$ cat config.mk
export PLATFORM = sky130hd
export DESIGN_NAME = uart_rx
export DESIGN_NICKNAME = d
export VERILOG_FILES = /design/src/rtl/uart_rx.sv
export SDC_FILE = /design/constraint.sdc
export NUM_CORES = 1
export LEC_CHECK = 0
export ABC_AREA = 1
export CAP_MARGIN = 20
export CORE_AREA = 3 3 69 136
export CTS_CLUSTER_DIAMETER = 200
export CTS_CLUSTER_SIZE = 25
export DETAILED_ROUTE_END_ITERATION = 16
export DIE_AREA = 0 0 72 139
export GPL_ROUTABILITY_DRIVEN = 0
export PLACE_DENSITY = 0.48
export SLEW_MARGIN = 20
export SYNTH_ARGS = -nofsm -noshare
export SYNTH_HDL_FRONTEND = slang
export SYNTH_SLANG_ARGS = --single-unit
$ cat constraint.sdc
create_clock -name CLK -period 5.6 [get_ports CLK]
set_input_delay 1.68 -clock CLK [delete_from_list [all_inputs] [get_ports CLK]]
set_output_delay 1.68 -clock CLK [all_outputs]
set_load 0.01 [all_outputs]
$ cat src/rtl/uart_rx.sv
// UART receiver: start/data/optional parity/stop framing, majority-of-three sampling per bit.
// Latency: result pulses (2+DATA_WIDTH+parity)*P-1 cycles after start detection; no backpressure.
module uart_rx #(
    parameter int DATA_WIDTH  = 8,
    parameter int PRESC_WIDTH = 6
) (
    input  logic                   CLK,
    input  logic                   RST,
    input  logic                   RX_IN,
    input  logic [PRESC_WIDTH-1:0] Prescale,
    input  logic                   PAR_EN,
    input  logic                   PAR_TYP,
    output logic [DATA_WIDTH-1:0]  P_DATA,
    output logic                   Data_Valid,
    output logic                   Par_Err,
    output logic                   Stop_Err
);
    localparam int BW = (DATA_WIDTH > 1) ? $clog2(DATA_WIDTH) : 1;
    localparam logic [PRESC_WIDTH-1:0] ONE = PRESC_WIDTH'(1);
    localparam logic [PRESC_WIDTH-1:0] P8  = PRESC_WIDTH'(8);
    localparam logic [PRESC_WIDTH-1:0] P16 = PRESC_WIDTH'(16);
    localparam logic [PRESC_WIDTH-1:0] P32 = PRESC_WIDTH'(32);
    localparam logic [BW-1:0]          LAST_BIT = BW'(DATA_WIDTH - 1);

    typedef enum logic [2:0] {IDLE, START, DATA, PARITY, STOP} state_t;
    state_t state, state_nxt;

    logic [PRESC_WIDTH-1:0] presc, presc_in, half, edge_cnt;
    logic [BW-1:0]          bit_cnt;
    logic [DATA_WIDTH-1:0]  shreg;
    logic                   par_en_l, par_typ_l;
    logic                   s0, s1, bit_val, par_flag;
    logic                   bit_end, smp0, smp1, smp2, last_bit, maj, par_bad;

    // Any unsupported oversampling ratio falls back to 8.
    assign presc_in = (Prescale == P16 || Prescale == P32) ? Prescale : P8;
    assign half     = presc >> 1;
    assign smp0     = (edge_cnt == half - ONE);
    assign smp1     = (edge_cnt == half);
    assign smp2     = (edge_cnt == half + ONE);
    assign bit_end  = (edge_cnt == presc - ONE);
    assign last_bit = (bit_cnt == LAST_BIT);
    assign maj      = (s0 & s1) | (s0 & RX_IN) | (s1 & RX_IN);
    assign par_bad  = bit_val != ((^shreg) ^ par_typ_l);

    always_comb begin
        state_nxt = state;
        case (state)
            IDLE:    if (!RX_IN) state_nxt = START;
            START:   if (bit_end) state_nxt = bit_val ? IDLE : DATA;
            DATA:    if (bit_end && last_bit) state_nxt = par_en_l ? PARITY : STOP;
            PARITY:  if (bit_end) state_nxt = STOP;
            STOP:    if (bit_end) state_nxt = IDLE;
            default: state_nxt = IDLE;
        endcase
    end

    always_ff @(posedge CLK) begin
        if (!RST) begin
            state      <= IDLE;
            presc      <= '0;
            edge_cnt   <= '0;
            bit_cnt    <= '0;
            shreg      <= '0;
            par_en_l   <= 1'b0;
            par_typ_l  <= 1'b0;
            s0         <= 1'b0;
            s1         <= 1'b0;
            bit_val    <= 1'b0;
            par_flag   <= 1'b0;
            P_DATA     <= '0;
            Data_Valid <= 1'b0;
            Par_Err    <= 1'b0;
            Stop_Err   <= 1'b0;
        end else begin
            state      <= state_nxt;
            Data_Valid <= 1'b0;
            Par_Err    <= 1'b0;
            Stop_Err   <= 1'b0;
            if (state == IDLE) begin
                edge_cnt <= '0;
                bit_cnt  <= '0;
                par_flag <= 1'b0;
                // The detection cycle itself is edge 0 of the start bit.
                if (!RX_IN) begin
                    edge_cnt  <= ONE;
                    presc     <= presc_in;
                    par_en_l  <= PAR_EN;
                    par_typ_l <= PAR_TYP;
                end
            end else begin
                edge_cnt <= bit_end ? '0 : edge_cnt + ONE;
                if (smp0) s0 <= RX_IN;
                if (smp1) s1 <= RX_IN;
                if (smp2) bit_val <= maj;
                if (bit_end) begin
                    case (state)
                        DATA: begin
                            shreg[bit_cnt] <= bit_val;
                            bit_cnt        <= last_bit ? '0 : bit_cnt + BW'(1);
                        end
                        PARITY: par_flag <= par_bad;
                        STOP: begin
                            Stop_Err   <= !bit_val;
                            Par_Err    <= par_flag;
                            Data_Valid <= bit_val && !par_flag;
                            if (bit_val && !par_flag) P_DATA <= shreg;
                        end
                        default: ;
                    endcase
                end
            end
        end
    end
endmodule

# == Yosys cells after proc, flatten, opt, wreduce, memory -nomap -nowiden ==
# Cells that the tools add are included.
# totals
ff_bits,43
inputBits,11
out_inout_bits,11
elab_cells,85
# op_classes
add_sub_neg,5
n_lt_le_gt_ge,2
n_eq_ne,17
n_mux,16
bitwise_logic,11
n_reduce_logical,19
# op_table
op,count
3-bit two-way mux,7
6-bit equality test,3
6-bit two-way mux,3
3-bit one-hot mux with 5 select lines,1
2-bit AND reduction,6
"2-bit inequality test, second input constant",5
8-bit bitwise mux,1
8-bit XOR reduction,1
"5-bit by 1-bit adder with 6-bit output, second input constant",1
"6-bit by 1-bit adder with 6-bit output, second input constant",1
"3-bit by 2-bit equality test with 1-bit output, second input constant",2
"3-bit equality test, second input constant",2
6-bit by 5-bit equality test with 1-bit output,1
"6-bit by 5-bit equality test with 1-bit output, second input constant",1
"6-bit equality test, second input constant",1
"5-bit by 1-bit subtractor with 6-bit output, second input constant",1
"6-bit by 1-bit subtractor with 6-bit output, second input constant",1
1-bit NOT,5
5-bit AND reduction,1
"3-bit by 4-bit < comparator with 1-bit output, second input constant",1
4-bit AND reduction,1
4-bit OR reduction,1
"3-bit by 1-bit adder with 3-bit output, second input constant",1
1-bit AND,3
other kinds (14),19

# == Longest topological paths before layout ==
# Gate-level depths: netlist of run 1.
# logic_depth
word_depth,5
depth_mapped,16
mapped_depth_nobuf,15

# == Worst setup path after synthesis of run 1 ==
# Ideal clock, no wire load.
# synth_timing
path_kind,input to register
startpoint,input RST
endpoint,register edge_cnt[2]
setup_time_ps,80
arrival_ps,2537
required_ps,5520
path_slack_ps,2983
stages,5
path_buffers,1
path_cell_list,clkbuf_1 -> inv_1 -> nor2_1 -> nand2_1 -> nor3b_1
# synth_rtl
element,line,rtl
from (decl),8,"input logic RST,"
to (signal assigned),92,edge_cnt <= bit_end ? '0 : edge_cnt + ONE;
to (decl),28,"logic [PRESC_WIDTH-1:0] presc, presc_in, half, edge_cnt;"

==> impl_results.rst, run 1 <==
.. list-table::
   :header-rows: 1

   * - Metric
     - Value
   * - Synthesized instance count
     - 367
   * - Area growth from synthesis to layout
     - 17.1%
   * - Launching element of the worst setup path
     - RST
   * - Synthesized area divided by synthesized cell count
     - 6.81 µm²
   * - Yosys reg bits
     - 43
   * - Power density normalized to cell area
     - 326 nW/µm²
   * - Hold Startpoint
     - par_flag$_SDFFE_PP0P_
   * - Vias after detailed routing
     - 2241
   * - Data arrival, critical path
     - 3390 ps
   * - Slew margin rel.
     - 0.706
   * - Number of cells on the worst reg-to-reg path
     - 13
   * - CP Buf/Inv Count
     - 3
   * - Post-CTS setup buffer count
     - 0
   * - Number of warnings printed during yosys synthesis
     - 0
   * - Transition time of the tightest slew-check pin
     - 438 ps
   * - Via-to-Cell Ratio
     - 4.58
   * - Critical path depth
     - 6
   * - Maximum resistive drop on vdd
     - 163 µV
   * - Area of the core
     - 8590 µm²
   * - Max-slew violation count
     - 0
   * - # nets final
     - 406
   * - Run status
     - finished clean
   * - Overflow after GRT
     - 0
   * - Critical path's top delay family
     - buffers and inverters
   * - Pin count of the biggest net entering global routing
     - 28
   * - Type of the tightest min-delay check
     - reg -> reg
   * - Antenna violations before repair
     - 0
   * - Proportion of synthesized flip-flops having asynchronous set or reset
     - 0
   * - Unrepaired setup endpoints after global routing
     - false
   * - Total global-route track usage
     - 0.137
   * - Initial DRC count
     - 71
   * - Final ANT Viol Nets
     - 0
   * - Delay of the slowest cell on the worst path
     - 450 ps
   * - IO Port Bufs
     - 21
   * - Distinct cell type count of the synthesized netlist
     - 34
   * - Cell Chain, Critical Path
     - clkdlybuf4s50_1 > buf_4 > inv_1 > nor2_1 > nand2_1 > nor3b_1
   * - Number of enable flip-flop cells after synthesis
     - 0
   * - Starting density of the core
     - 0.291
   * - Fraction of layout cells with a size suffix above 1
     - 0.0771
   * - Placed inst area
     - 2790 µm²
   * - Number of top-level pins
     - 22
   * - Maximum buffer depth of the clock tree
     - 2
   * - Initial DRT Pass Iterations
     - 4
   * - Die Width
     - 72 µm
   * - Launching element type of the critical path
     - primary input
   * - Site row count
     - 48
   * - Worst Setup Slack post-DPL
     - 2070 ps
   * - Capturing element type of the critical path
     - register
   * - Aggregate negative setup slack
     - 0 ps
   * - Maximum fanout along the worst path
     - 27
   * - Count of final setup violators
     - 0
   * - Final Cell Area
     - 2930 µm²
   * - CTS clk-pin slew, worst paths
     - 60 ps
   * - Routed WL per cell
     - 12.9 µm
   * - Req. time, crit path
     - 5810 ps
   * - Overall power consumption
     - 0.955 mW
   * - Worst setup endpoint
     - edge_cnt[3]$_SDFF_PP0_
   * - Source-to-sink clock delay at the later pin of the worst-skew pair
     - 290 ps
   * - Endpoint of the most critical register-to-register path
     - shreg[5]$_SDFFE_PN0P_
   * - Clock Sinks
     - 43
   * - Count of antenna diodes in the layout
     - 0
   * - Number of endpoints with negative hold slack in the final report
     - 0
   * - Number of buffers added by the clock tree synthesis step
     - 5
   * - Buffer type at the clock tree root
     - sky130_fd_sc_hd__clkbuf_16
   * - Detail Placement HPWL
     - 5080 µm
   * - DIE HEIGHT
     - 139 µm
   * - CP Class
     - in -> reg
   * - Static power due to leakage
     - 1.37 nW
   * - Slowest library cell on the worst path
     - sky130_fd_sc_hd__clkdlybuf4s50_1
   * - Number of global-route vias before repair
     - 2232
   * - Highest attainable clock frequency
     - 314 MHz
   * - Mapped Nets
     - 385
   * - Commonest register cell after synthesis
     - sky130_fd_sc_hd__dfxtp_1
   * - R2R Setup Slk
     - 3430 ps
   * - Number of remaining DRC errors
     - 0
   * - Mapped Area
     - 2500 µm²
   * - Most frequent cells in the layout
     - sky130_fd_sc_hd__nand2_1 (82), sky130_fd_sc_hd__nor2_1 (58), sky130_fd_sc_hd__inv_1 (49)
   * - Maximum level of the CTS H-tree
     - 2
   * - First-pass GRT wire length
     - 10500 µm
   * - Worst reg2reg startpoint
     - presc[1]$_SDFFE_PN0P_
   * - Post_cts resized
     - 0
   * - Portion of the clock cycle consumed by the worst path in the final layout
     - 0.568
   * - Period minus WS final
     - 3180 ps
   * - Leading cell type in the layout, fill and taps excluded
     - sky130_fd_sc_hd__nand2_1
   * - CTS hold repair buffers
     - 0
   * - Max-cap violations
     - 0
   * - TritonCTS clock tree
     - done
   * - Routed wire length
     - 6300 µm
   * - Share of synthesized area occupied by flip-flops and latches
     - 0.345
   * - Final worst setup slack
     - 2420 ps
   * - Setup skew after layout
     - 4.39 ps
   * - Total die area
     - 10000 µm²
   * - Worst hold slack after final layout
     - 463 ps
-- sequential cells by signal, summed over array words and instances (netlist names), 3 cells and up --
register	flops
shreg	8
edge_cnt	6
presc	6
state	3
bit_cnt	3
P_DATA	8
-- where the power goes --
group / switching (mW) / internal, mW
Combinational: 0.202 / 0.101
Clock: 0.117 / 0.165
Sequential: 0.0355 / 0.335
Total: 0.354 / 0.601
-- synthesized netlist by cell type (3+ instances only) --
cell                       instances  area share
sky130_fd_sc_hd__inv_2             6      0.0090
sky130_fd_sc_hd__inv_1            49       0.074
sky130_fd_sc_hd__a21oi_1          21       0.042
sky130_fd_sc_hd__o21ai_0          10       0.020
sky130_fd_sc_hd__dfxtp_1          43        0.34
sky130_fd_sc_hd__ha_1              7       0.035
sky130_fd_sc_hd__nor2_2            3      0.0075
sky130_fd_sc_hd__xnor2_1           8       0.028
sky130_fd_sc_hd__xor2_1           12       0.042
sky130_fd_sc_hd__clkbuf_1          3      0.0045
sky130_fd_sc_hd__nand2_4           3       0.014
sky130_fd_sc_hd__nor2_4            3       0.014
sky130_fd_sc_hd__nand2_1          82        0.12
sky130_fd_sc_hd__nand3_1          27       0.054
sky130_fd_sc_hd__nor2_1           58       0.087
sky130_fd_sc_hd__nand2_2           4       0.010
sky130_fd_sc_hd__nor3_1            7       0.014
-- worst reg2reg max path: stages, from the launching register on --
cell	delay, ps
sky130_fd_sc_hd__dfxtp_1	440
sky130_fd_sc_hd__inv_1	170
sky130_fd_sc_hd__ha_1	330
sky130_fd_sc_hd__inv_1	40
sky130_fd_sc_hd__nand2_1	50
sky130_fd_sc_hd__nand2_1	40
sky130_fd_sc_hd__nor2_1	100
sky130_fd_sc_hd__nand3_2	120
sky130_fd_sc_hd__nor2_8	140
sky130_fd_sc_hd__nand3_4	150
sky130_fd_sc_hd__nor2_4	240
sky130_fd_sc_hd__nand3_1	110
sky130_fd_sc_hd__nand2_1	90
sky130_fd_sc_hd__nor2_1	40
-- routing by layer --
layer  vias to the layer above  share of wire  track usage  wire [µm]
li1                       1181              -            -          -
met1                      1013           0.34        0.117       2170
met2                        30           0.58        0.267       3620
met3                        17          0.020       0.0225        126
met4                         0          0.060       0.0971        378
met5                         -              0            0          0
-- how the worst min path moves through the flow --
| stage | to | depth (start not counted) | slack [ps] |
|---|---|---|---|
| after floorplan | Stop_Err$_SDFF_PP0_ | 1 | 430 |
| after global placement | s0$_SDFFE_PN0P_ | 2 | 460 |
| after detailed placement | Par_Err$_SDFF_PP0_ | 2 | 460 |
| after CTS | Par_Err$_SDFF_PP0_ | 2 | 470 |
| after global routing | Par_Err$_SDFF_PP0_ | 2 | 480 |
| final | Par_Err$_SDFF_PP0_ | 2 | 460 |
-- metrics by stage --
stage | util | cells
5_1_grt | 0.341 | 489
2_1_floorplan | - | 367
6_report | 0.341 | 489
3_3_place_gp | 0.325 | 481
4_1_cts | 0.341 | 489
3_5_place_dp | 0.325 | 481
-- area by class of cell --
class	count	area, µm²
Fill cell	956	5660
Multi-Input combinational cell	261	1380
Sequential cell	43	861
Timing Repair Buffer	22	218
Inverter	55	206
Clock buffer	7	133
Tap cell	100	125
Clock inverter	1	5.00
-- cells by family after synthesis --
family          count (synthesis)  synth area share
buf+inv                        63             0.104
fa+ha+maj                       8            0.0391
compound gates                 36            0.0771
xor+xnor                       20            0.0701
flops                          43             0.345
simple gates                  197             0.366
Note: power is estimated with default switching activity, not from simulation.
==> inputs of run 2 (changes only) <==
--- a/config.mk
+++ b/config.mk
@@ -13,7 +13,7 @@
 export DETAILED_ROUTE_END_ITERATION = 16
 export DIE_AREA = 0 0 72 139
 export GPL_ROUTABILITY_DRIVEN = 0
-export PLACE_DENSITY = 0.48
+export PLACE_DENSITY = 0.5
 export SLEW_MARGIN = 20
 export SYNTH_ARGS = -nofsm -noshare
 export SYNTH_HDL_FRONTEND = slang
==> constraint.sdc (replaced) <==
create_clock -name CLK -period 2.7 [get_ports CLK]
set_input_delay 0.81 -clock CLK [delete_from_list [all_inputs] [get_ports CLK]]
set_output_delay 0.81 -clock CLK [all_outputs]
set_load 0.01 [all_outputs]
==> run 2 against run 1 <==
Against the previous run:
- sequential share of layout area decreased by 0.29 points
- combinational power increased by 100%
- worst setup slack got worse by 1900 ps
- power increased by 120%
- design area grew 0.98%
- sequential power increased by 110%
- count of clock-buffer cells in the layout fell by 1
- hold slack gained 3.6 ps
- die area is the same
- sequential cell count did not move
- non-clock buffer count grew 1
- critical endpoint is now shreg[4]$_SDFFE_PN0P_
- highest routed layer unchanged
==> impl_results.rst, run 2 (synthesis results as in run 1) <==
.. list-table::
   :header-rows: 1

   * - Metric
     - Value
   * - Total die area
     - 10000 µm² (unchanged)
   * - Final ANT Viol Nets
     - 0 (unchanged)
   * - Starting density of the core
     - 0.291 (unchanged)
   * - Power density normalized to cell area
     - 701 nW/µm² (was 326 nW/µm²)
   * - Run status
     - finished clean (unchanged)
   * - Maximum buffer depth of the clock tree
     - 2 (unchanged)
   * - Aggregate negative setup slack
     - 0 ps (unchanged)
   * - Maximum fanout along the worst path
     - 9 (was 27)
   * - Count of antenna diodes in the layout
     - 0 (unchanged)
   * - Antenna violations before repair
     - 0 (unchanged)
   * - Launching element type of the critical path
     - register (was primary input)
   * - Overall power consumption
     - 2.07 mW (was 0.955 mW)
   * - Detail Placement HPWL
     - 4970 µm (was 5080 µm)
   * - Met3 global-route usage
     - 0.0174 (was 0.0225)
   * - Initial DRT Pass Iterations
     - 5 (was 4)
   * - Count of final setup violators
     - 0 (unchanged)
   * - Routed WL per cell
     - 12.5 µm (was 12.9 µm)
   * - Number of endpoints with negative hold slack in the final report
     - 0 (unchanged)
   * - Die Width
     - 72 µm (unchanged)
   * - Met2 Usage GRT
     - 0.269 (was 0.267)
   * - Number of remaining DRC errors
     - 0 (unchanged)
   * - First-pass GRT wire length
     - 10200 µm (was 10500 µm)
   * - Via-to-Cell Ratio
     - 4.52 (was 4.58)
   * - Req. time, crit path
     - 2880 ps (was 5810 ps)
   * - Portion of the clock cycle consumed by the worst path in the final layout
     - 0.806
   * - Clock Sinks
     - 43 (unchanged)
   * - Capturing element type of the critical path
     - register (unchanged)
   * - Maximum resistive drop on vdd
     - 428 µV (was 163 µV)
   * - CP Class
     - reg -> reg (was in -> reg)
   * - IO Port Bufs
     - 21 (unchanged)
   * - Max-cap violations
     - 0 (unchanged)
   * - DIE HEIGHT
     - 139 µm (unchanged)
   * - # nets final
     - 407 (was 406)
   * - Unrepaired setup endpoints after global routing
     - false (unchanged)
   * - Number of buffers added by the clock tree synthesis step
     - 5 (unchanged)
   * - Registers with the highest flip-flop counts
     - P_DATA (8), shreg (8) (unchanged)
   * - M1 GR Usage
     - 0.115 (was 0.117)
   * - Post_cts resized
     - 0 (unchanged)
   * - Data arrival, critical path
     - 2360 ps (was 3390 ps)
   * - Type of the tightest min-delay check
     - reg -> reg (unchanged)
   * - Max-slew violation count
     - 0 (unchanged)
   * - Source-to-sink clock delay at the later pin of the worst-skew pair
     - 290 ps (about the same)
   * - Pin count of the biggest net entering global routing
     - 27 (was 28)
   * - Period minus WS final
     - 2180 ps
   * - Area of the core
     - 8590 µm² (unchanged)
   * - Site row count
     - 48 (unchanged)
   * - Filler instances
     - 929 (was 956)
   * - Maximum level of the CTS H-tree
     - 2 (unchanged)
   * - Buffer type at the clock tree root
     - sky130_fd_sc_hd__clkbuf_16 (unchanged)
   * - CTS hold repair buffers
     - 0 (unchanged)
   * - Transition time of the tightest slew-check pin
     - 510 ps (was 438 ps)
   * - Slew margin rel.
     - 0.658 (was 0.706)
   * - Area growth from synthesis to layout
     - 18.3% (was 17.1%)
   * - TritonCTS clock tree
     - done (unchanged)
   * - Number of global-route vias before repair
     - 2178 (was 2232)
   * - CTS clk-pin slew, worst paths
     - 60 ps (about the same)
   * - Routed wire length
     - 6100 µm (was 6300 µm)
   * - Leading cell type in the layout, fill and taps excluded
     - sky130_fd_sc_hd__nand2_1 (unchanged)
   * - Number of top-level pins
     - 22 (unchanged)
   * - Highest attainable clock frequency
     - 459 MHz
   * - Overflow after GRT
     - 0 (unchanged)
   * - Busiest layer in global routing
     - met2 (unchanged)
   * - Fraction of layout cells with a size suffix above 1
     - 0.0797 (was 0.0771)
   * - Setup skew after layout
     - 5.57 ps (was 4.39 ps)
   * - Static power due to leakage
     - 1.38 nW (was 1.37 nW)
   * - Vias after detailed routing
     - 2211 (was 2241)
   * - Post-CTS setup buffer count
     - 0 (unchanged)
   * - Initial DRC count
     - 53 (was 71)
   * - Most frequent cells in the layout
     - sky130_fd_sc_hd__nand2_1 (82), sky130_fd_sc_hd__nor2_1 (58), sky130_fd_sc_hd__inv_1 (49) (unchanged)
   * - Total global-route track usage
     - 0.131 (was 0.137)
==> run 2: cell count changes in the layout (fill, tap and decap cells not counted), sizes merged <==
cell	before	now
clkinv	1	0
bufinv	0	1
buf	1	2
clkbuf	7	6
==> run 2: final cells by class <==
| class | count | area [µm²] | share of cell area |
|---|---|---|---|
| clock buffer | 6 | 129 | 0.0436 |
| timing repair buffer | 23 | 225 | 0.0762 |
| inverter | 55 | 206 | 0.0699 |
| tap | 100 | 125 | 0.0423 |
| multi-input combinational | 261 | 1380 | 0.467 |
| clock inverter | 1 | 30.0 | 0.0102 |
| sequential | 43 | 861 | 0.291 |
==> run 2: per-layer routing <==
layer	vias to the layer above	part of all wire
li1	1181	-
met1	988	0.35
met2	30	0.60
met3	12	0.016
met4	0	0.034
met5	-	0
==> run 2: worst paths after layout <==
path / cells after the start / slack (ps) / startpoint / to
setup / recovery: 13 / 520 / presc[1]$_SDFFE_PN0P_ / shreg[4]$_SDFFE_PN0P_
hold / removal: 2 / 470 / s0$_SDFFE_PN0P_ / s0$_SDFFE_PN0P_
setup reg to reg: 13 / 520 / presc[1]$_SDFFE_PN0P_ / shreg[4]$_SDFFE_PN0P_
hold reg to reg: 2 / 470 / s0$_SDFFE_PN0P_ / s0$_SDFFE_PN0P_
==> run 2: through the flow <==
stage                     hold WS [ps]  setup slack [ps]  utilization  cell area, µm²  instances
after floorplan                    425               836            -            2500        367
after global placement             453               469        0.326            2800        482
after detailed placement           461               447        0.326            2800        482
after CTS                          469               442        0.344            2960        489
after global routing               497               263        0.344            2960        489
final                              467               523        0.344            2960        489
==> run 2: critical path, cell delays in order (launching register included) <==
cell and delay (ps):
sky130_fd_sc_hd__dfxtp_1 410, sky130_fd_sc_hd__inv_1 160, sky130_fd_sc_hd__ha_1 320, sky130_fd_sc_hd__inv_1 40
sky130_fd_sc_hd__nand2_1 50, sky130_fd_sc_hd__nand2_1 50, sky130_fd_sc_hd__nor2_1 160, sky130_fd_sc_hd__nand3_2 150
sky130_fd_sc_hd__nor2_8 160, sky130_fd_sc_hd__nand3_4 150, sky130_fd_sc_hd__nor2_4 210, sky130_fd_sc_hd__nand3_1 100
sky130_fd_sc_hd__nand2_1 80, sky130_fd_sc_hd__nor2_1 40
==> run 2: power by group <==
group / internal (mW) / switching, mW
clock network: 0.432 / 0.245
registers: 0.695 / 0.0814
logic: 0.210 / 0.407
total: 1.34 / 0.733
==> inputs of run 3 (changes only) <==
--- a/config.mk
+++ b/config.mk
@@ -13,7 +13,7 @@
 export DETAILED_ROUTE_END_ITERATION = 16
 export DIE_AREA = 0 0 72 139
 export GPL_ROUTABILITY_DRIVEN = 0
-export PLACE_DENSITY = 0.5
+export PLACE_DENSITY = 0.48
 export SLEW_MARGIN = 20
 export SYNTH_ARGS = -nofsm -noshare
 export SYNTH_HDL_FRONTEND = slang
==> constraint.sdc (replaced) <==
create_clock -name CLK -period 2.05 [get_ports CLK]
set_input_delay 0.615 -clock CLK [delete_from_list [all_inputs] [get_ports CLK]]
set_output_delay 0.615 -clock CLK [all_outputs]
set_load 0.01 [all_outputs]
==> run 3 against run 2 <==
Against the previous run:
- hold slack barely moved
- sequential power increased by 31%
- final cell count up 2.7%
- register-to-register slack lost 360 ps
- worst setup slack worse by 360 ps
- non-clock buffer count up 12
- largest power group unchanged
- sequential share of layout area is 0.92 points lower
- highest routed layer unchanged
- first-iteration DRC count rose by 45%
- count of clock-buffer cells in the layout grew 1
- critical path depth did not move
==> impl_results.rst, run 3 (synthesis results as in run 1) <==
.. list-table::
   :header-rows: 1

   * - Metric
     - Value
   * - Run status
     - finished clean (unchanged)
   * - Source-to-sink clock delay at the later pin of the worst-skew pair
     - 290 ps (about the same)
   * - Total die area
     - 10000 µm² (unchanged)
   * - Overflow after GRT
     - 0 (unchanged)
   * - Setup skew after layout
     - 2.64 ps (was 5.57 ps)
   * - Maximum buffer depth of the clock tree
     - 2 (unchanged)
   * - Site row count
     - 48 (unchanged)
   * - Data arrival, critical path
     - 2070 ps (was 2360 ps)
   * - Count of final setup violators
     - 0 (unchanged)
   * - Final ANT Viol Nets
     - 0 (unchanged)
   * - Cell Chain, Critical Path
     - inv_4 > ha_4 > inv_2 > nand2_1 > nand2_1 > nor2_2 > nand3_2 > nor2_8 > nand3_4 > nor2_4 > nand3_2 > nand2_1 > nor2_1 (was inv_1 > ha_1 > inv_1 > nand2_1 > nand2_1 > nor2_1 > nand3_2 > nor2_8 > nand3_4 > nor2_4 > nand3_1 > nand2_1 > nor2_1)
   * - Number of top-level pins
     - 22 (unchanged)
   * - Maximum fanout along the worst path
     - 7 (was 9)
   * - Met2 Usage GRT
     - 0.278 (was 0.269)
   * - Total global-route track usage
     - 0.142 (was 0.131)
   * - Worst hold slack after final layout
     - 467 ps (about the same)
   * - Worst path most repeated cell
     - sky130_fd_sc_hd__nand2_1 (unchanged)
   * - Maximum resistive drop on vdd
     - 546 µV (was 428 µV)
   * - Routed wire length
     - 6610 µm (was 6100 µm)
   * - Hold Startpoint
     - s0$_SDFFE_PN0P_ (unchanged)
   * - Max-cap violations
     - 0 (unchanged)
   * - Transition time of the tightest slew-check pin
     - 390 ps (was 510 ps)
   * - Busiest layer in global routing
     - met2 (unchanged)
   * - Clock Sinks
     - 43 (unchanged)
   * - Starting density of the core
     - 0.291 (unchanged)
   * - Via-to-Cell Ratio
     - 4.64 (was 4.52)
   * - Count of antenna diodes in the layout
     - 0 (unchanged)
   * - Non-filler instance count after layout
     - 502 (was 489)
   * - Area growth from synthesis to layout
     - 23.0% (was 18.3%)
   * - Capturing element type of the critical path
     - register (unchanged)
   * - Initial DRC count
     - 77 (was 53)
   * - Area of the core
     - 8590 µm² (unchanged)
   * - M1 GR Usage
     - 0.126 (was 0.115)
   * - Highest attainable clock frequency
     - 529 MHz (was 459 MHz)
   * - Static power due to leakage
     - 1.42 nW (was 1.38 nW)
   * - Vias after detailed routing
     - 2327 (was 2211)
   * - CTS clk-pin slew, worst paths
     - 60 ps (about the same)
   * - Period minus WS final
     - 1890 ps (was 2180 ps)
   * - Number of remaining DRC errors
     - 0 (unchanged)
   * - Number of global-route vias before repair
     - 2372 (was 2178)
   * - Overall power consumption
     - 2.70 mW (was 2.07 mW)
   * - Met3 global-route usage
     - 0.0239 (was 0.0174)
   * - Antenna violations before repair
     - 0 (unchanged)
   * - Initial DRT Pass Iterations
     - 4 (was 5)
   * - Delay of the slowest cell on the worst path
     - 350 ps (was 410 ps)
   * - Most frequent cells in the layout
     - sky130_fd_sc_hd__nand2_1 (81), sky130_fd_sc_hd__nor2_1 (57), sky130_fd_sc_hd__inv_1 (46) (was sky130_fd_sc_hd__nand2_1 (82), sky130_fd_sc_hd__nor2_1 (58), sky130_fd_sc_hd__inv_1 (49))
   * - # nets final
     - 419 (was 407)
   * - Aggregate negative setup slack
     - 0 ps (unchanged)
   * - Detail Placement HPWL
     - 5280 µm (was 4970 µm)
   * - Type of the tightest min-delay check
     - reg -> reg (unchanged)
   * - Power density normalized to cell area
     - 878 nW/µm² (was 701 nW/µm²)
   * - Number of buffers added by the clock tree synthesis step
     - 5 (unchanged)
   * - Registers with the highest flip-flop counts
     - P_DATA (8), shreg (8) (unchanged)
   * - CP Buf/Inv Count
     - 2 (unchanged)
   * - Placed cells
     - 490 (was 482)
   * - DIE HEIGHT
     - 139 µm (unchanged)
   * - Launching element of the worst setup path
     - presc[1]$_SDFFE_PN0P_ (unchanged)
   * - Die Width
     - 72 µm (unchanged)
   * - Slew margin rel.
     - 0.738 (was 0.658)
   * - Worst reg2reg startpoint
     - presc[1]$_SDFFE_PN0P_ (unchanged)
   * - CP Class
     - reg -> reg (unchanged)
   * - CTS hold repair buffers
     - 0 (unchanged)
   * - Critical path's top delay family
     - simple AND/OR/NAND/NOR gates (unchanged)
   * - Routed WL per cell
     - 13.2 µm (was 12.5 µm)
   * - Portion of the clock cycle consumed by the worst path in the final layout
     - 0.922 (was 0.806)
   * - Slowest library cell on the worst path
     - sky130_fd_sc_hd__dfxtp_2 (was sky130_fd_sc_hd__dfxtp_1)
   * - Maximum level of the CTS H-tree
     - 2 (unchanged)
   * - Req. time, crit path
     - 2230 ps (was 2880 ps)
   * - IO Port Bufs
     - 21 (unchanged)
   * - First-pass GRT wire length
     - 11000 µm (was 10200 µm)
   * - Pin count of the biggest net entering global routing
     - 27 (unchanged)
   * - Unrepaired setup endpoints after global routing
     - true (was false)
   * - Number of endpoints with negative hold slack in the final report
     - 0 (unchanged)
   * - Fraction of layout cells with a size suffix above 1
     - 0.137 (was 0.0797)
   * - TritonCTS clock tree
     - done (unchanged)
   * - Max-slew violation count
     - 0 (unchanged)
   * - Leading cell type in the layout, fill and taps excluded
     - sky130_fd_sc_hd__nand2_1 (unchanged)
   * - Buffer type at the clock tree root
     - sky130_fd_sc_hd__clkbuf_16 (unchanged)
   * - Launching element type of the critical path
     - register (unchanged)
-- run 3: power breakdown --
group	switching, mW	internal (mW)
Combinational	0.582	0.318
Sequential	0.105	0.915
Clock	0.330	0.451
-- run 3: final cells by class --
| class | instances | area, µm² |
|---|---|---|
| Timing Repair Buffer | 35 | 315 |
| Fill cell | 939 | 5510 |
| Multi-Input combinational cell | 261 | 1420 |
| Inverter | 55 | 209 |
| Sequential cell | 43 | 867 |
| Clock inverter | 1 | 5.00 |
| Tap cell | 100 | 125 |
| Clock buffer | 7 | 133 |
-- run 3: layer usage --
metal	up-vias	wire length [µm]
li1	1202	-
met1	1076	2200
met2	33	3980
met3	16	145
met4	0	291
met5	-	0
-- run 3: worst paths after layout --
kind,cells after the start,to,slack (ps)
max reg2reg,13,shreg[0]$_SDFFE_PN0P_,160
min reg2reg,2,s0$_SDFFE_PN0P_,470
min,2,s0$_SDFFE_PN0P_,470
max,13,shreg[0]$_SDFFE_PN0P_,160
-- run 3: repair_timing --
action / CTS / global route
setup endpoints to repair: 0 / 19
gates resized for setup: 0 / 15
setup buffers: 0 / 4
-- run 3: worst register-to-register path, delay by kind of cell, from the launching register on --
family,cells,cell delay [ps]
flops,1,350
fa+ha+maj,1,270
buf+inv,2,90
simple gates,10,1100
-- run 3: stage by stage --
step	utilization	worst slack, ps	instance area [µm²]
2_1_floorplan	-	186	2500
3_3_place_gp	0.333	69.7	2860
3_5_place_dp	0.333	76.8	2860
4_1_cts	0.349	70.7	2990
5_1_grt	0.358	-1.18	3070
6_report	0.358	160	3070
